`config.mk`:
```
export PLATFORM = sky130hd
export DESIGN_NAME = weight_wr_bank_router
export DESIGN_NICKNAME = d
export VERILOG_FILES = /design/src/rtl/weight_wr_bank_router.sv
export SDC_FILE = /design/constraint.sdc
export NUM_CORES = 1
export LEC_CHECK = 0
export BUFFER_PORTS_ARGS = -buffer_cell sky130_fd_sc_hd__buf_2
export CORE_MARGIN = 4
export CORE_UTILIZATION = 40
export CTS_BUF_LIST = sky130_fd_sc_hd__clkbuf_16
export CTS_CLUSTER_SIZE = 24
export DETAILED_ROUTE_END_ITERATION = 7
export HOLD_SLACK_MARGIN = 0.03
export PLACE_DENSITY = 0.66
export SLEW_MARGIN = 20
export SYNTH_ARGS = -nofsm -noshare
export SYNTH_HDL_FRONTEND = slang
export SYNTH_SLANG_ARGS = --single-unit
```
`constraint.sdc`:
```
create_clock -name clk -period 2.9 [get_ports clk]
set_clock_uncertainty 0.1 [all_clocks]
set_input_delay 0.29 -clock clk [delete_from_list [all_inputs] [get_ports clk]]
set_output_delay 0.29 -clock clk [all_outputs]
set_load 0.03 [all_outputs]
```
`src/rtl/weight_wr_bank_router.sv`:
```
// Routes a flat weight write stream into four weight banks with bank-local addressing.
// Optional running checksum of accepted words is enabled by defining WEIGHT_CHECKSUM_EN.
module weight_wr_bank_router #(
  parameter int unsigned NUM_WEIGHTS     = 76323,
  parameter int unsigned BANK0_DEPTH     = 432,
  parameter int unsigned BANK1_DEPTH     = 18432,
  parameter int unsigned BANK2_DEPTH     = 36864,
  parameter int unsigned BANK_ADDR_WIDTH = 16
) (
  input  logic                       clk,
  input  logic                       rst_n,
  input  logic                       weight_wr_en,
  input  logic [31:0]                weight_wr_addr,
  input  logic [15:0]                weight_wr_data,
  input  logic                       load_clear,
  output logic [3:0]                 bank_wr_en,
  output logic [BANK_ADDR_WIDTH-1:0] bank_wr_addr,
  output logic [15:0]                bank_wr_data,
  output logic                       weights_loaded,
  output logic                       addr_err,
  output logic [31:0]                weight_checksum
);

  localparam longint BANK3_DEPTH = longint'(NUM_WEIGHTS) - longint'(BANK0_DEPTH)
                                   - longint'(BANK1_DEPTH) - longint'(BANK2_DEPTH);
  localparam longint ADDR_SPAN   = longint'(1) << BANK_ADDR_WIDTH;

  localparam logic [31:0] BASE1     = 32'(BANK0_DEPTH);
  localparam logic [31:0] BASE2     = 32'(BANK0_DEPTH + BANK1_DEPTH);
  localparam logic [31:0] BASE3     = 32'(BANK0_DEPTH + BANK1_DEPTH + BANK2_DEPTH);
  localparam logic [31:0] LIMIT     = 32'(NUM_WEIGHTS);
  // Upstream pads the weight stream up to the next multiple of four past NUM_WEIGHTS.
  localparam logic [31:0] PAD_LIMIT = 32'((NUM_WEIGHTS + 4) / 4 * 4);

  localparam int unsigned    CNT_W   = $clog2(NUM_WEIGHTS + 1);
  localparam logic [CNT_W-1:0] CNT_MAX = CNT_W'(NUM_WEIGHTS);

  if (BANK3_DEPTH <= 0 ||
      longint'(BANK0_DEPTH) > ADDR_SPAN || longint'(BANK1_DEPTH) > ADDR_SPAN ||
      longint'(BANK2_DEPTH) > ADDR_SPAN || BANK3_DEPTH > ADDR_SPAN) begin : g_bad_cfg
    $error("weight_wr_bank_router: invalid bank depth configuration");
  end

  logic [3:0]                 hit;
  logic [BANK_ADDR_WIDTH-1:0] local_addr;
  logic                       bad_addr;
  logic                       accept;

  logic [3:0]                 bank_wr_en_q;
  logic [BANK_ADDR_WIDTH-1:0] bank_wr_addr_q, bank_wr_addr_d;
  logic [15:0]                bank_wr_data_q, bank_wr_data_d;
  logic [CNT_W-1:0]           load_cnt_q, load_cnt_d, cnt_base;
  logic                       loaded_q, loaded_d;
  logic                       err_q, err_d;

  always_comb begin
    hit        = 4'b0000;
    local_addr = '0;
    bad_addr   = 1'b0;
    if (weight_wr_en) begin
      if (weight_wr_addr < BASE1) begin
        hit        = 4'b0001;
        local_addr = BANK_ADDR_WIDTH'(weight_wr_addr);
      end else if (weight_wr_addr < BASE2) begin
        hit        = 4'b0010;
        local_addr = BANK_ADDR_WIDTH'(weight_wr_addr - BASE1);
      end else if (weight_wr_addr < BASE3) begin
        hit        = 4'b0100;
        local_addr = BANK_ADDR_WIDTH'(weight_wr_addr - BASE2);
      end else if (weight_wr_addr < LIMIT) begin
        hit        = 4'b1000;
        local_addr = BANK_ADDR_WIDTH'(weight_wr_addr - BASE3);
      end else if (weight_wr_addr >= PAD_LIMIT) begin
        bad_addr = 1'b1;
      end
    end
  end

  assign accept = |hit;

  // Clear takes effect before the same-cycle write is counted.
  always_comb begin
    bank_wr_addr_d = bank_wr_addr_q;
    bank_wr_data_d = bank_wr_data_q;
    if (accept) begin
      bank_wr_addr_d = local_addr;
      bank_wr_data_d = weight_wr_data;
    end
    cnt_base   = load_clear ? '0 : load_cnt_q;
    load_cnt_d = cnt_base;
    if (accept && (cnt_base != CNT_MAX)) begin
      load_cnt_d = cnt_base + CNT_W'(1);
    end
    loaded_d = (load_clear ? 1'b0 : loaded_q) | (load_cnt_d == CNT_MAX);
    err_d    = (load_clear ? 1'b0 : err_q) | bad_addr;
  end

  always_ff @(posedge clk or negedge rst_n) begin
    if (!rst_n) begin
      bank_wr_en_q   <= 4'b0000;
      bank_wr_addr_q <= '0;
      bank_wr_data_q <= '0;
      load_cnt_q     <= '0;
      loaded_q       <= 1'b0;
      err_q          <= 1'b0;
    end else begin
      bank_wr_en_q   <= hit;
      bank_wr_addr_q <= bank_wr_addr_d;
      bank_wr_data_q <= bank_wr_data_d;
      load_cnt_q     <= load_cnt_d;
      loaded_q       <= loaded_d;
      err_q          <= err_d;
    end
  end

`ifdef WEIGHT_CHECKSUM_EN
  logic [31:0] cks_q, cks_d;

  always_comb begin
    cks_d = load_clear ? 32'h0 : cks_q;
    if (accept) begin
      cks_d = cks_d + {16'h0000, weight_wr_data};
    end
  end

  always_ff @(posedge clk or negedge rst_n) begin
    if (!rst_n) begin
      cks_q <= 32'h0;
    end else begin
      cks_q <= cks_d;
    end
  end

  assign weight_checksum = cks_q;
`else
  assign weight_checksum = 32'h0;
`endif

  assign bank_wr_en     = bank_wr_en_q;
  assign bank_wr_addr   = bank_wr_addr_q;
  assign bank_wr_data   = bank_wr_data_q;
  assign weights_loaded = loaded_q;
  assign addr_err       = err_q;

endmodule

```
==> results.py <==
metrics = {
    "setup_path": {
        "cp-startpoint": "load_cnt_q[0]",
        "path_cells": "nor2b_1 > ha_1 > nand3_1 > nor3_1 > buf_4 > nand3_1 > a21oi_1 > o22ai_1 > nor4_1 > o211ai_1 > o22ai_2",
        "r2r_cells": 11,
        "slowest_stage": "dfrtp_1",
        "worstPathRequired_ns": 3.01,
        "critical_path_class": "reg -> reg",
        "end_kind": "flop",
        "crit_top_cell": "nand3_1",
        "ff2ff_setup_slack_ns": 0.25,
        "cpLargestDelayFamily": "simple AND/OR/NAND/NOR gates",
        "max_stage_delay_ns": 0.38,
        "r2r-start": "load_cnt_q[0]",
        "start_kind": "flop",
        "critical_path.max_fanout": 4,
        "r2r-end": "weights_loaded",
        "worst-path-buf-inv": 1,
        "arrival_ns": 2.76,
    },
    "sta": {
        "finalHoldViolCount": 0,
        "max_freq_mhz": 377,
        "worst_pin_slew_ns": 0.557,
        "finalCriticalPeriod_ns": 2.65,
        "maxSlewViolCount": 0,
        "setup_viol": 0,
        "tns_ns": 0,
        "period_share_pct": 91.4,
        "maxSlewHeadroom_pct": 62.9,
        "rsz0062_at_grt": "no",
    },
    "floorplan": {
        "ios": 122,
        "fp.dieW_um": 101,
        "rows": 33,
        "die_area_sq_mm": 0.0102,
        "die_height_um": 101,
        "core_area_sq_mm": 0.00834,
        "start_util_pct": 41.6,
    },
    "synthesis": {
        "synth-async-reset-ratio_pct": 100,
        "synth_most_common_cell": "nand2_1",
        "synthTopCellsByArea": "dfrtp_1 40%, nand2_1 8.6%, buf_4 7.4%",
        "yosys-top-cells-count": "80 x nand2_1, 55 x dfrtp_1, 34 x buf_4",
        "synth_top_family_by_area": "simple AND/OR/NAND/NOR gates",
        "synth_ff_type": "dfrtp_1",
        "synth-seq-cells": 55,
        "synth.avg_cell_area_sq_um": 8.81,
        "ys_warn_count": 0,
        "synth-simple-area-share_pct": 25.3,
        "muxShareOfSynthArea_pct": 0.324,
        "yosysSeqAreaShare_pct": 39.6,
        "synth_compound_area_share_pct": 16.4,
        "synth_top_area_share_pct": 39.6,
        "synth_cells": 394,
        "yosysUniqueCellTypes": 66,
        "synthXorXnorAreaFrac_pct": 6.31,
        "synth_edf_count": 0,
        "synth_area_sq_mm": 0.00347,
        "synth_adder_area_share_pct": 1.08,
        "yosysTopAreaCell": "dfrtp_1",
    },
    "power_and_ir_drop": {
        "pwr-share-comb_pct": 13.1,
        "leakage_nw": 1.99,
        "powerDensity_mw_per_mm2": 386,
        "p_int_mw": 1.15,
        "seqPwrFrac_pct": 48.7,
        "p_sw_mw": 0.429,
        "worst_ir_drop_vdd_uv": 217,
        "swShare_pct": 27.2,
        "pwr-share-clk_pct": 38.2,
    },
    "finish": {
        "drive_gt1_share_pct": 26.8,
        "final_core_util_pct": 48.9,
        "nets": 536,
        "syn_to_final_growth_pct": 17.5,
        "antenna-diode-count": 0,
    },
    "clock_tree": {
        "cts_resized": 0,
        "h-tree-depth": 2,
        "post_cts_buffers": 0,
        "postCtsHoldBufs": 1,
        "cts_inserted_buffers": 5,
        "clk_latency_ns": 0.30,
        "cts_tree": "yes",
        "cts_root_buffer": "clkbuf_16",
        "clock-sinks": 55,
        "path_clk_slew_ns": 0.08,
        "cts_max_path_buffers": 2,
    },
    "global_route": {
        "track_usage_pct": 16.8,
        "grt_max_degree": 44,
        "overflow": 0,
        "grt_pass1_wl_mm": 14.0,
        "first_global_vias": 2865,
        "grt_antenna_before_repair": 0,
    },
    "detailed_routing": {
        "drt_iter0_markers": 123,
        "wl_met2_mm": 4.18,
        "vias": 2967,
        "wl_per_cell_um": 14.3,
        "wl_met3_um": 468,
        "wl_met1_mm": 3.64,
        "vias_per_cell": 5.05,
        "highest_layer": "met4",
        "routed_wl_mm": 8.40,
        "ant_nets": 0,
        "firstDrtPassIters": 4,
        "drc": 0,
    },
    "worst_hold_path": {
        "worst_hold_path.endpoint": "bank_wr_data[9]",
        "hold_path_class": "in -> reg",
        "whs_path_depth": 3,
        "hp-start": "weight_wr_data[9]",
    },
    "job": {
        "maxCapViolations": 0,
    },
    "place": {
        "gp_congestion": 0.939,
        "port_buffers": 89,
        "dp_hpwl_mm": 6.42,
    },
    "status": {
        "status": "complete, no violations",
    },
}
[kinds of logic after synthesis]
| kind of cell | after synthesis |
|---|---|
| AND/OR/NAND/NOR | 173 |
| AO/OA/AOI/OAI | 75 |
| buffers and inverters | 61 |
| flip-flops | 55 |
| XOR/XNOR | 25 |
| adder cells (fa/ha/maj) | 3 |
| other | 1 |
| multiplexers | 1 |
[worst reg2reg max path, cell delays in order, from the launching register on]
cell and delay, ns:
dfrtp_1 0.38, nor2b_1 0.27, ha_1 0.25, nand3_1 0.15, nor3_1 0.28, buf_4 0.18
nand3_1 0.08, a21oi_1 0.17, o22ai_1 0.15, nor4_1 0.29, o211ai_1 0.16, o22ai_2 0.11
[routing by layer]
layer  GRT usage, %  vias up
met5              0        -
met4           5.52        0
met3           2.00        8
met2           28.5       91
met1           22.4     1398
li1               -     1470
[through the flow]
step	area, sq um	setup WS, ns	power [mW]	hold WS [ns]	cells
after floorplan	3590	0.520	0.948	-0.106	425
after global placement	3930	0.200	0.984	0.0945	578
after detailed placement	3930	0.0928	0.988	0.100	578
after CTS	4080	0.279	1.60	0.0698	587
after global routing	4080	0.0172	1.66	0.0793	587
final	4080	0.250	1.58	0.0781	587
[worst max-delay path by stage]
| stage | end | cells after the start |
|---|---|---|
| floorplan | weights_loaded | 10 |
| global placement | weights_loaded | 10 |
| detailed placement | weights_loaded | 10 |
| CTS | weights_loaded | 11 |
| global route | weights_loaded | 11 |
| finish | weights_loaded | 11 |
[power by group through the flow]
stage	logic, mW	clock network [mW]	registers (mW)
floorplan	0.162	0	0.786
global placement	0.201	0	0.783
detailed placement	0.204	0	0.783
CTS	0.206	0.628	0.768
global route	0.228	0.660	0.768
finish	0.206	0.603	0.768
[layout make-up]
type | instances | area (sq um)
fill | 826 | 4260
multi-input combinational | 309 | 1840
sequential | 55 | 1380
timing repair buffer | 100 | 556
tap | 105 | 131
clock buffer | 5 | 125
inverter | 10 | 37.5
clock inverter | 3 | 18.8
[registers in the layout, indices dropped and copies added (netlist names)]
signal          count
load_cnt_q         17
bank_wr_addr       16
bank_wr_data       16
bank_wr_en          4
addr_err            1
weights_loaded      1
[placed cells by master, fill, tap and decap left out, types with 3 or more instances in the layout]
| cell type | n |
|---|---|
| o31ai_1 | 5 |
| inv_1 | 10 |
| nor4_2 | 4 |
| nor4b_1 | 3 |
| a21oi_1 | 13 |
| dfrtp_1 | 55 |
| nand4_1 | 7 |
| nor3_1 | 11 |
| a211o_1 | 3 |
| a211oi_2 | 3 |
| buf_2 | 89 |
| nand3_1 | 7 |
| o21ai_0 | 15 |
| o211ai_1 | 7 |
| o2111ai_1 | 3 |
| or3_1 | 3 |
| nor2_1 | 28 |
| clkbuf_16 | 5 |
| conb_1 | 32 |
| nand2b_1 | 5 |
| xnor2_1 | 21 |
| ha_1 | 3 |
| buf_4 | 8 |
| xor2_1 | 4 |
| nand2_1 | 80 |
| nor2b_1 | 6 |
(Power assumes the default switching activity.)
